[src/rtl/riscv_ctrl_pkg.sv]
// Shared encodings for the multi-cycle RV32 control FSM: states, opcodes,
// opcode classes, datapath select codes and the bundled control word.
package riscv_ctrl_pkg;

    typedef enum logic [3:0] {
        FETCH  = 4'd0,
        DECODE = 4'd1,
        MEMADR = 4'd2,
        MEMRD  = 4'd3,
        MEMWR  = 4'd4,
        LDWB   = 4'd5,
        EXECR  = 4'd6,
        RWB    = 4'd7,
        BRANCH = 4'd8,
        HALT   = 4'd9
    } state_t;

    localparam logic [6:0] OP_LOAD   = 7'b0000011;
    localparam logic [6:0] OP_STORE  = 7'b0100011;
    localparam logic [6:0] OP_RTYPE  = 7'b0110011;
    localparam logic [6:0] OP_BRANCH = 7'b1100011;

    typedef enum logic [2:0] {
        CLS_LOAD    = 3'd0,
        CLS_STORE   = 3'd1,
        CLS_RTYPE   = 3'd2,
        CLS_BRANCH  = 3'd3,
        CLS_ILLEGAL = 3'd4
    } op_class_t;

    localparam logic [1:0] SRC_A_PC    = 2'b00;
    localparam logic [1:0] SRC_A_RS1   = 2'b01;
    localparam logic [1:0] SRC_A_OLDPC = 2'b10;

    localparam logic [1:0] SRC_B_RS2  = 2'b00;
    localparam logic [1:0] SRC_B_FOUR = 2'b01;
    localparam logic [1:0] SRC_B_IMM  = 2'b10;

    localparam logic [1:0] ALU_ADD   = 2'b00;
    localparam logic [1:0] ALU_SUB   = 2'b01;
    localparam logic [1:0] ALU_FUNCT = 2'b10;

    localparam logic PC_SRC_ALU    = 1'b0;
    localparam logic PC_SRC_ALUOUT = 1'b1;

    typedef struct packed {
        logic       pc_write;
        logic       ir_write;
        logic       mem_read;
        logic       mem_write;
        logic       iord;
        logic [1:0] alu_src_a;
        logic [1:0] alu_src_b;
        logic [1:0] alu_op;
        logic       pc_src;
        logic       reg_write;
        logic       mem_to_reg;
        logic       instr_retired;
        logic       halted;
    } ctrl_t;

endpackage

[src/rtl/opcode_class_dec.sv]
// Combinational opcode classifier: buckets a 7-bit RV32 opcode into the
// instruction classes the control FSM understands.
module opcode_class_dec
    import riscv_ctrl_pkg::*;
(
    input  logic [6:0] opcode,
    output op_class_t  op_class
);

    // Exact-match decode; anything unrecognised is illegal.
    always_comb begin
        op_class = CLS_ILLEGAL;
        case (opcode)
            OP_LOAD:   op_class = CLS_LOAD;
            OP_STORE:  op_class = CLS_STORE;
            OP_RTYPE:  op_class = CLS_RTYPE;
            OP_BRANCH: op_class = CLS_BRANCH;
            default:   op_class = CLS_ILLEGAL;
        endcase
    end

endmodule

[src/rtl/multicycle_ctrl.sv]
// Multi-cycle RV32 control FSM sequencing a shared ALU and unified memory.
// Define MULTICYCLE_MEM_HANDSHAKE_EN to add the mem_ready wait handshake.
module multicycle_ctrl
    import riscv_ctrl_pkg::*;
(
    input  logic       clk,
    input  logic       reset,
    input  logic [6:0] opcode,
    input  logic       zero,
`ifdef MULTICYCLE_MEM_HANDSHAKE_EN
    input  logic       mem_ready,
`endif
    output logic       pc_write,
    output logic       ir_write,
    output logic       mem_read,
    output logic       mem_write,
    output logic       iord,
    output logic [1:0] alu_src_a,
    output logic [1:0] alu_src_b,
    output logic [1:0] alu_op,
    output logic       pc_src,
    output logic       reg_write,
    output logic       mem_to_reg,
    output logic       instr_retired,
    output logic       halted,
    output logic [3:0] state_o
);

    state_t    state_r;
    state_t    next_s;
    logic [6:0] op_q_r;
    op_class_t dec_cls_s;
    op_class_t opq_cls_s;
    logic      ready_s;
    ctrl_t     ctrl_s;
    ctrl_t     ctrl_out_s;

`ifdef MULTICYCLE_MEM_HANDSHAKE_EN
    assign ready_s = mem_ready;
`else
    assign ready_s = 1'b1;
`endif

    opcode_class_dec u_dec_live (
        .opcode   (opcode),
        .op_class (dec_cls_s)
    );

    opcode_class_dec u_dec_held (
        .opcode   (op_q_r),
        .op_class (opq_cls_s)
    );

    // State register and opcode latch captured during DECODE.
    always_ff @(posedge clk or posedge reset) begin
        if (reset) begin
            state_r <= FETCH;
            op_q_r  <= 7'd0;
        end else begin
            state_r <= next_s;
            if (state_r == DECODE) begin
                op_q_r <= opcode;
            end
        end
    end

    // Next-state logic; memory states stall until the handshake completes.
    always_comb begin
        next_s = state_r;
        case (state_r)
            FETCH:  next_s = ready_s ? DECODE : FETCH;
            DECODE: begin
                case (dec_cls_s)
                    CLS_LOAD, CLS_STORE: next_s = MEMADR;
                    CLS_RTYPE:           next_s = EXECR;
                    CLS_BRANCH:          next_s = BRANCH;
                    default:             next_s = HALT;
                endcase
            end
            MEMADR: begin
                case (opq_cls_s)
                    CLS_LOAD:  next_s = MEMRD;
                    CLS_STORE: next_s = MEMWR;
                    default:   next_s = HALT;
                endcase
            end
            MEMRD:  next_s = ready_s ? LDWB : MEMRD;
            MEMWR:  next_s = ready_s ? FETCH : MEMWR;
            LDWB:   next_s = FETCH;
            EXECR:  next_s = RWB;
            RWB:    next_s = FETCH;
            BRANCH: next_s = FETCH;
            HALT:   next_s = HALT;
            default: next_s = HALT;
        endcase
    end

    // Moore control decode; BRANCH pc_write follows zero, memory strobes gate on ready.
    always_comb begin
        ctrl_s = {$bits(ctrl_t){1'b0}};
        case (state_r)
            FETCH: begin
                ctrl_s.mem_read  = 1'b1;
                ctrl_s.iord      = 1'b0;
                ctrl_s.ir_write  = ready_s;
                ctrl_s.alu_src_a = SRC_A_PC;
                ctrl_s.alu_src_b = SRC_B_FOUR;
                ctrl_s.alu_op    = ALU_ADD;
                ctrl_s.pc_write  = ready_s;
                ctrl_s.pc_src    = PC_SRC_ALU;
            end
            DECODE: begin
                ctrl_s.alu_src_a = SRC_A_OLDPC;
                ctrl_s.alu_src_b = SRC_B_IMM;
                ctrl_s.alu_op    = ALU_ADD;
            end
            MEMADR: begin
                ctrl_s.alu_src_a = SRC_A_RS1;
                ctrl_s.alu_src_b = SRC_B_IMM;
                ctrl_s.alu_op    = ALU_ADD;
            end
            MEMRD: begin
                ctrl_s.mem_read = 1'b1;
                ctrl_s.iord     = 1'b1;
            end
            MEMWR: begin
                ctrl_s.mem_write     = 1'b1;
                ctrl_s.iord          = 1'b1;
                ctrl_s.instr_retired = ready_s;
            end
            LDWB: begin
                ctrl_s.reg_write     = 1'b1;
                ctrl_s.mem_to_reg    = 1'b1;
                ctrl_s.instr_retired = 1'b1;
            end
            EXECR: begin
                ctrl_s.alu_src_a = SRC_A_RS1;
                ctrl_s.alu_src_b = SRC_B_RS2;
                ctrl_s.alu_op    = ALU_FUNCT;
            end
            RWB: begin
                ctrl_s.reg_write     = 1'b1;
                ctrl_s.mem_to_reg    = 1'b0;
                ctrl_s.instr_retired = 1'b1;
            end
            BRANCH: begin
                ctrl_s.alu_src_a     = SRC_A_RS1;
                ctrl_s.alu_src_b     = SRC_B_RS2;
                ctrl_s.alu_op        = ALU_SUB;
                ctrl_s.pc_src        = PC_SRC_ALUOUT;
                ctrl_s.pc_write      = zero;
                ctrl_s.instr_retired = 1'b1;
            end
            HALT: begin
                ctrl_s.halted = 1'b1;
            end
            default: begin
                ctrl_s = {$bits(ctrl_t){1'b0}};
            end
        endcase
    end

    // Reset silences every output in the same cycle, not just at the next edge.
    assign ctrl_out_s = reset ? {$bits(ctrl_t){1'b0}} : ctrl_s;

    assign pc_write      = ctrl_out_s.pc_write;
    assign ir_write      = ctrl_out_s.ir_write;
    assign mem_read      = ctrl_out_s.mem_read;
    assign mem_write     = ctrl_out_s.mem_write;
    assign iord          = ctrl_out_s.iord;
    assign alu_src_a     = ctrl_out_s.alu_src_a;
    assign alu_src_b     = ctrl_out_s.alu_src_b;
    assign alu_op        = ctrl_out_s.alu_op;
    assign pc_src        = ctrl_out_s.pc_src;
    assign reg_write     = ctrl_out_s.reg_write;
    assign mem_to_reg    = ctrl_out_s.mem_to_reg;
    assign instr_retired = ctrl_out_s.instr_retired;
    assign halted        = ctrl_out_s.halted;
    assign state_o       = state_r;

endmodule

[config.mk]
export PLATFORM = sky130hd
export DESIGN_NAME = multicycle_ctrl
export DESIGN_NICKNAME = d
export VERILOG_FILES = /design/src/rtl/riscv_ctrl_pkg.sv /design/src/rtl/opcode_class_dec.sv /design/src/rtl/multicycle_ctrl.sv
export SDC_FILE = /design/constraint.sdc
export NUM_CORES = 1
export LEC_CHECK = 0
export CORE_MARGIN = 2
export CORE_UTILIZATION = 45
export CTS_CLUSTER_DIAMETER = 50
export CTS_CLUSTER_SIZE = 14
export DETAILED_ROUTE_END_ITERATION = 7
export GPL_TIMING_DRIVEN = 1
export PLACE_DENSITY = 0.83
export SLEW_MARGIN = 20
export SYNTH_ARGS = -nofsm -noshare
export SYNTH_HDL_FRONTEND = slang
export SYNTH_SLANG_ARGS = --single-unit
export TNS_END_PERCENT = 100
[constraint.sdc]
create_clock -name clk -period 7.2 [get_ports clk]
set_input_delay 2.16 -clock clk [delete_from_list [all_inputs] [get_ports clk]]
set_output_delay 2.16 -clock clk [all_outputs]
set_load 0.02 [all_outputs]
==> metrics.csv, run 1 <==
metric;value;unit
run_status;finished, final reports clean;
period_minus_slack;6360;ps
cp-start-kind;primary input;
antenna_left;0;
cpMaxStageDelayCell;clkdlybuf4s50_1;
synth_cell_types;31;
cts.repair.resized;0;
clockBufferDepth;2;
synthToLayoutAreaGrowth;40.3;%
required;5040;ps
crit_buf_inv;4;
mappedNetlistArea;748;um2
cp_num_cells;7;
finalSetupViolCount;0;
cpPeakStageDelay;590;ps
max_freq;157;MHz
crit_path_frequent_cell;clkdlybuf4s50_1;
holdWs;486;ps
pin_count;30;
relSlewSlack;0.625;
r2r_cells;3;
antenna_found_initial;0;
gr-total-overflow;0;
cts_tree;done;
max_cap_violations;0;
grt_pass1_wl;3040;um
hold_depth;1;
fin_nets;122;
io_buffer_count;29;
wl;1790;um
finalCritPeriodShare;0.883;
numCtsBuffers;3;
initial_utilization;0.491;
die_area;2000;um2
postCtsSetupBuffers;0;
async_flop_share;1.00;
hp-class;flip-flop to flip-flop;
fillCellCount;142;
crit_chain;clkdlybuf4s50_1 > inv_1 > buf_4 > nand3b_1 > nor3_1 > a21o_1 > clkdlybuf4s50_1;
routabilityCongestion;0.778;
max-vdd-ir-drop;0.103;mV
fp.dieH;44.8;um
dieWidth;44.8;um
drtPass1Iterations;3;
synth_ff_type;dfrtp_1;
synth_edf_count;0;
viasPerCell;5.86;
rsz0062_at_grt;no;
p_leak;0.424;nW
core;1520;um2
wire_per_inst;14.1;um
synth_seq_area_share;0.368;
h-tree-depth;1;
yosys_warnings;0;
drtIter0Drc;4;
syn_nets;96;
cpLargestDelayFamily;buffers and inverters;
synth_seq_cells;11;
end_kind;output pin;
synthCells;86;
vias;744;
grtUsageTotal;0.212;
p_per_area;109;nW/um2
grt_start_max_net_pins;18;
holdBufCountCts;0;
drive_gt1_frac;0.0450;
grt_pass1_vias;676;
rows;14;
worst_pin_slew;563;ps
finalSetupTns;0;ps
dp_hpwl;1340;um
cts_sinks;11;
hold_viol_final;0;
insertion_delay;270;ps
avgSynthCellArea;8.70;um2
root_buffer;clkbuf_4;
arrival;4200;ps
drc;0;
path_clk_slew;70;ps
antenna_cells;0;
path_class;primary input to output pin;
path_max_fanout;13;
skew;3.50;ps
drv_slew;0;
[worst paths after layout]
kind	endpoint	slack, ps	start
max	pc_write	840	reset
min	op_q_r[2]	490	op_q_r[2]
max reg2reg	op_q_r[3]	5380	state_o[0]
min reg2reg	op_q_r[2]	490	op_q_r[2]
max in group asynchronous	op_q_r[5]	4680	reset
min in group asynchronous	state_o[3]	2360	reset
[placed cells by master, fill, tap and decap left out, types with 2 or more instances in the layout]
cell type | synthesis | final
a211oi_1 | 2 | 2
clkbuf_4 | 0 | 3
clkdlybuf4s50_1 | 0 | 29
dfrtp_1 | 11 | 11
inv_1 | 3 | 3
mux2_1 | 6 | 6
nand2_1 | 7 | 7
nand2b_1 | 3 | 3
nand4bb_1 | 2 | 2
nor2_1 | 7 | 7
nor2b_1 | 2 | 2
nor3_1 | 10 | 10
nor4_1 | 2 | 2
o21ai_0 | 5 | 5
or3_1 | 2 | 2
[through the flow]
| step | setup slack [ps] | std cells | utilization | power [mW] | instance area [um2] |
|---|---|---|---|---|---|
| floorplan | 1390 | 86 | - | 0.0666 | 748 |
| global placement | 946 | 123 | 0.672 | 0.0736 | 1020 |
| detailed placement | 814 | 123 | 0.672 | 0.0738 | 1020 |
| CTS | 813 | 127 | 0.689 | 0.116 | 1050 |
| global route | 650 | 127 | 0.689 | 0.122 | 1050 |
| finish | 841 | 127 | 0.689 | 0.114 | 1050 |
[state kept, by name (all words and copies together), names as in the netlist]
register and flops:
op_q_r 7, state_o 4
[cell type report]
class,count,area [um2],share of cell area
clock buffers,4,26.3,0.0250
inverters,3,11.3,0.0107
multi-input cells,63,419,0.399
flip-flops and latches,11,275,0.262
well taps,16,20.0,0.0191
repair buffers,30,298,0.284
[power by group]
group          internal (mW)  switching, mW  total [mW]
sequential            0.0617              0      0.0617
clock                 0.0214         0.0202      0.0417
combinational        0.00616        0.00460      0.0108
[cell usage after synthesis, types with 2 or more instances]
| library cell | number | area, um2 |
|---|---|---|
| nand2_1 | 7 | 26.3 |
| nor2b_1 | 2 | 12.5 |
| mux2_1 | 6 | 67.6 |
| nand2b_1 | 3 | 18.8 |
| nor3_1 | 10 | 50.1 |
| nor2_1 | 7 | 26.3 |
| a211oi_1 | 2 | 15.0 |
| buf_4 | 2 | 15.0 |
| or3_1 | 2 | 12.5 |
| nand4bb_1 | 2 | 22.5 |
| clkbuf_1 | 6 | 22.5 |
| nor4_1 | 2 | 12.5 |
| o21ai_0 | 5 | 25.0 |
| dfrtp_1 | 11 | 275 |
| inv_1 | 3 | 11.3 |
[kinds of logic (layout without fill, tap and decap cells)]
group	count (synthesis)	after routing	synth area share
buffers and inverters	12	37	0.0719
AOI/OAI and AO/OA	14	14	0.125
xor gates and xnor gates	1	1	0.0117
muxes	7	7	0.104
adders and majority gates	1	1	0.0134
DFF	11	11	0.368
and+or+nand+nor	40	40	0.306
[metal layers]
metal	vias up	global-route usage	wire length, um
met5	-	0	0
met4	0	0.106	35
met3	4	0.0360	124
met1	349	0.252	757
met2	29	0.368	874
li1	362	-	-
(Power assumes the default switching activity.)
==> run 2: changes to the inputs <==
--- a/config.mk
+++ b/config.mk
@@ -8,4 +8,5 @@
 export CORE_MARGIN = 2
 export CORE_UTILIZATION = 45
+export CTS_BUF_LIST = sky130_fd_sc_hd__clkbuf_16
 export CTS_CLUSTER_DIAMETER = 50
 export CTS_CLUSTER_SIZE = 14
==> constraint.sdc (replaced) <==
create_clock -name clk -period 7.2 [get_ports clk]
set_input_delay 2.16 -clock clk [delete_from_list [all_inputs] [get_ports clk]]
set_output_delay 2.16 -clock clk [all_outputs]
set_load 0.01 [all_outputs]
==> metrics.csv, run 2 (same netlist as run 1, synthesis figures left out) <==
metric;value;unit;change
run_status;finished, final reports clean;;unchanged
drv_slew;0;;unchanged
period_minus_slack;6270;ps;was 6360 ps
crit_path_frequent_cell;clkdlybuf4s50_1;;unchanged
arrival;4110;ps;was 4200 ps
end_kind;output pin;;unchanged
rows;14;;unchanged
gr-total-overflow;0;;unchanged
seqPwrFrac;0.363;;was 0.541
p_clk_frac;0.576;;was 0.365
fp.dieH;44.8;um;unchanged
regArea;275;um2;unchanged
hold_depth;1;;unchanged
p_leak;0.452;nW;was 0.424 nW
final_cell_mix;clkdlybuf4s50_1, dfrtp_1, nor3_1;;unchanged
p_sw_frac;0.176;;was 0.217
initial_utilization;0.491;;unchanged
synthToLayoutAreaGrowth;47.3;%;was 40.3%
wl;1780;um;was 1790 um
cts_sinks;11;;unchanged
skew;1.34;ps;was 3.50 ps
antenna_found_initial;0;;unchanged
r2r-start;state_o[0];;unchanged
fillCellCount;130;;was 142
largest_reg_flops;7;;unchanged
root_buffer;clkbuf_16;;was clkbuf_4
path_class;primary input to output pin;;unchanged
grt_pass1_wl;2940;um;was 3040 um
grt_pass1_vias;656;;was 676
path_max_fanout;13;;unchanged
numCtsBuffers;3;;unchanged
vias;715;;was 744
max-vdd-ir-drop;0.229;mV;was 0.103 mV
internal_power;0.141;mW;was 0.0894 mW
antenna_cells;0;;unchanged
drtIter0Drc;6;;was 4
switchingPower;0.0302;mW;was 0.0248 mW
hp-class;flip-flop to flip-flop;;unchanged
grt_start_max_net_pins;18;;unchanged
drc;0;;unchanged
final_common_cell;clkdlybuf4s50_1;;unchanged
clockBufferDepth;2;;unchanged
io_buffer_count;29;;unchanged
min_to;op_q_r[2];;unchanged
drive_gt1_frac;0.0450;;unchanged
viasPerCell;5.63;;was 5.86
relSlewSlack;0.634;;was 0.625
path_clk_slew;40;ps;was 70 ps
finalSetupTns;0;ps;unchanged
multiInputGateArea;419;um2;unchanged
required;5040;ps;about the same
die_area;2000;um2;unchanged
finalCritPeriodShare;0.871;;was 0.883
dp_hpwl;1330;um;was 1340 um
p_total;0.171;mW;was 0.114 mW
max_cap_violations;0;;unchanged
cpPeakStageDelay;530;ps;was 590 ps
pin_count;30;;unchanged
routabilityCongestion;0.777;;was 0.778
rsz0062_at_grt;no;;unchanged
r2r_cells;3;;unchanged
postCtsSetupBuffers;0;;unchanged
drtPass1Iterations;4;;was 3
worst_pin_slew;550;ps;was 563 ps
core;1520;um2;unchanged
hold_viol_final;0;;unchanged
wire_per_inst;14.0;um;was 14.1 um
h-tree-depth;1;;unchanged
insertion_delay;240;ps;was 270 ps
r2r_slack;5380;ps;about the same
grtUsageTotal;0.203;;was 0.212
finalSetupViolCount;0;;unchanged
reg2reg_to;op_q_r[0];;was op_q_r[3]
dieWidth;44.8;um;unchanged
p_per_area;155;nW/um2;was 109 nW/um2
holdBufCountCts;0;;unchanged
cts_tree;done;;unchanged
cpMaxStageDelayCell;clkdlybuf4s50_1;;unchanged
cts.repair.resized;0;;unchanged
max_freq;159;MHz;was 157 MHz
largest_register;op_q_r;;unchanged
antenna_left;0;;unchanged
combPwrFrac;0.062;;was 0.094
hold_start;op_q_r[2];;unchanged
cp-start-kind;primary input;;unchanged
crit_chain;clkdlybuf4s50_1 > inv_1 > buf_4 > nand3b_1 > nor3_1 > a21o_1 > clkdlybuf4s50_1;;unchanged
fin_nets;122;;unchanged
[run 2: cell count changes in the layout (fill, tap and decap cells not counted)]
cell,delta
clkbuf_1,-1
clkbuf_4,-3
inv_1,+1
clkbuf_16,+3
[run 2: power groups by stage]
stage	Clock, mW	Combinational, mW	Sequential (mW)
2_1_floorplan	0	0.00342	0.0629
3_3_place_gp	0	0.0104	0.0629
3_5_place_dp	0	0.0106	0.0629
4_1_cts	0.100	0.0106	0.0621
5_1_grt	0.105	0.0116	0.0620
6_report	0.0986	0.0106	0.0621
[run 2: cell type report]
cell class,count,area share
Clock buffer,3,0.0681
Clock inverter,1,0.00341
Inverter,3,0.0102
Multi-Input combinational cell,63,0.380
Sequential cell,11,0.250
Tap cell,16,0.0182
Timing Repair Buffer,30,0.270
[run 2: layer usage]
metal	vias up	track usage	wire (um)
li1	360	-	-
met1	322	0.247	745
met2	31	0.359	885
met3	2	0.0240	118
met4	0	0.0882	26
met5	-	0	0
[run 2: worst max-delay path by stage]
stage / to / from
final: pc_write / reset
after global routing: pc_write / reset
after global placement: pc_write / reset
after floorplan: alu_src_b[0] / reset
after CTS: pc_write / reset
after detailed placement: pc_write / reset
[run 2: stage by stage]
stage                     hold slack (ps)  area, um2  cells  setup slack, ps   util
after floorplan                       450        748     86             1670      -
after global placement                464       1020    123             1010  0.672
after detailed placement              477       1020    123              888  0.672
after CTS                             486       1100    127              886  0.723
after global routing                  513       1100    127              738  0.723
final                                 479       1100    127              927  0.723
[run 2: worst max-delay path: cells and delay by family]
kind | cells | cell delay [ps]
AND/OR/NAND/NOR | 2 | 420
buffers and inverters | 4 | 1360
AO/OA/AOI/OAI | 1 | 170
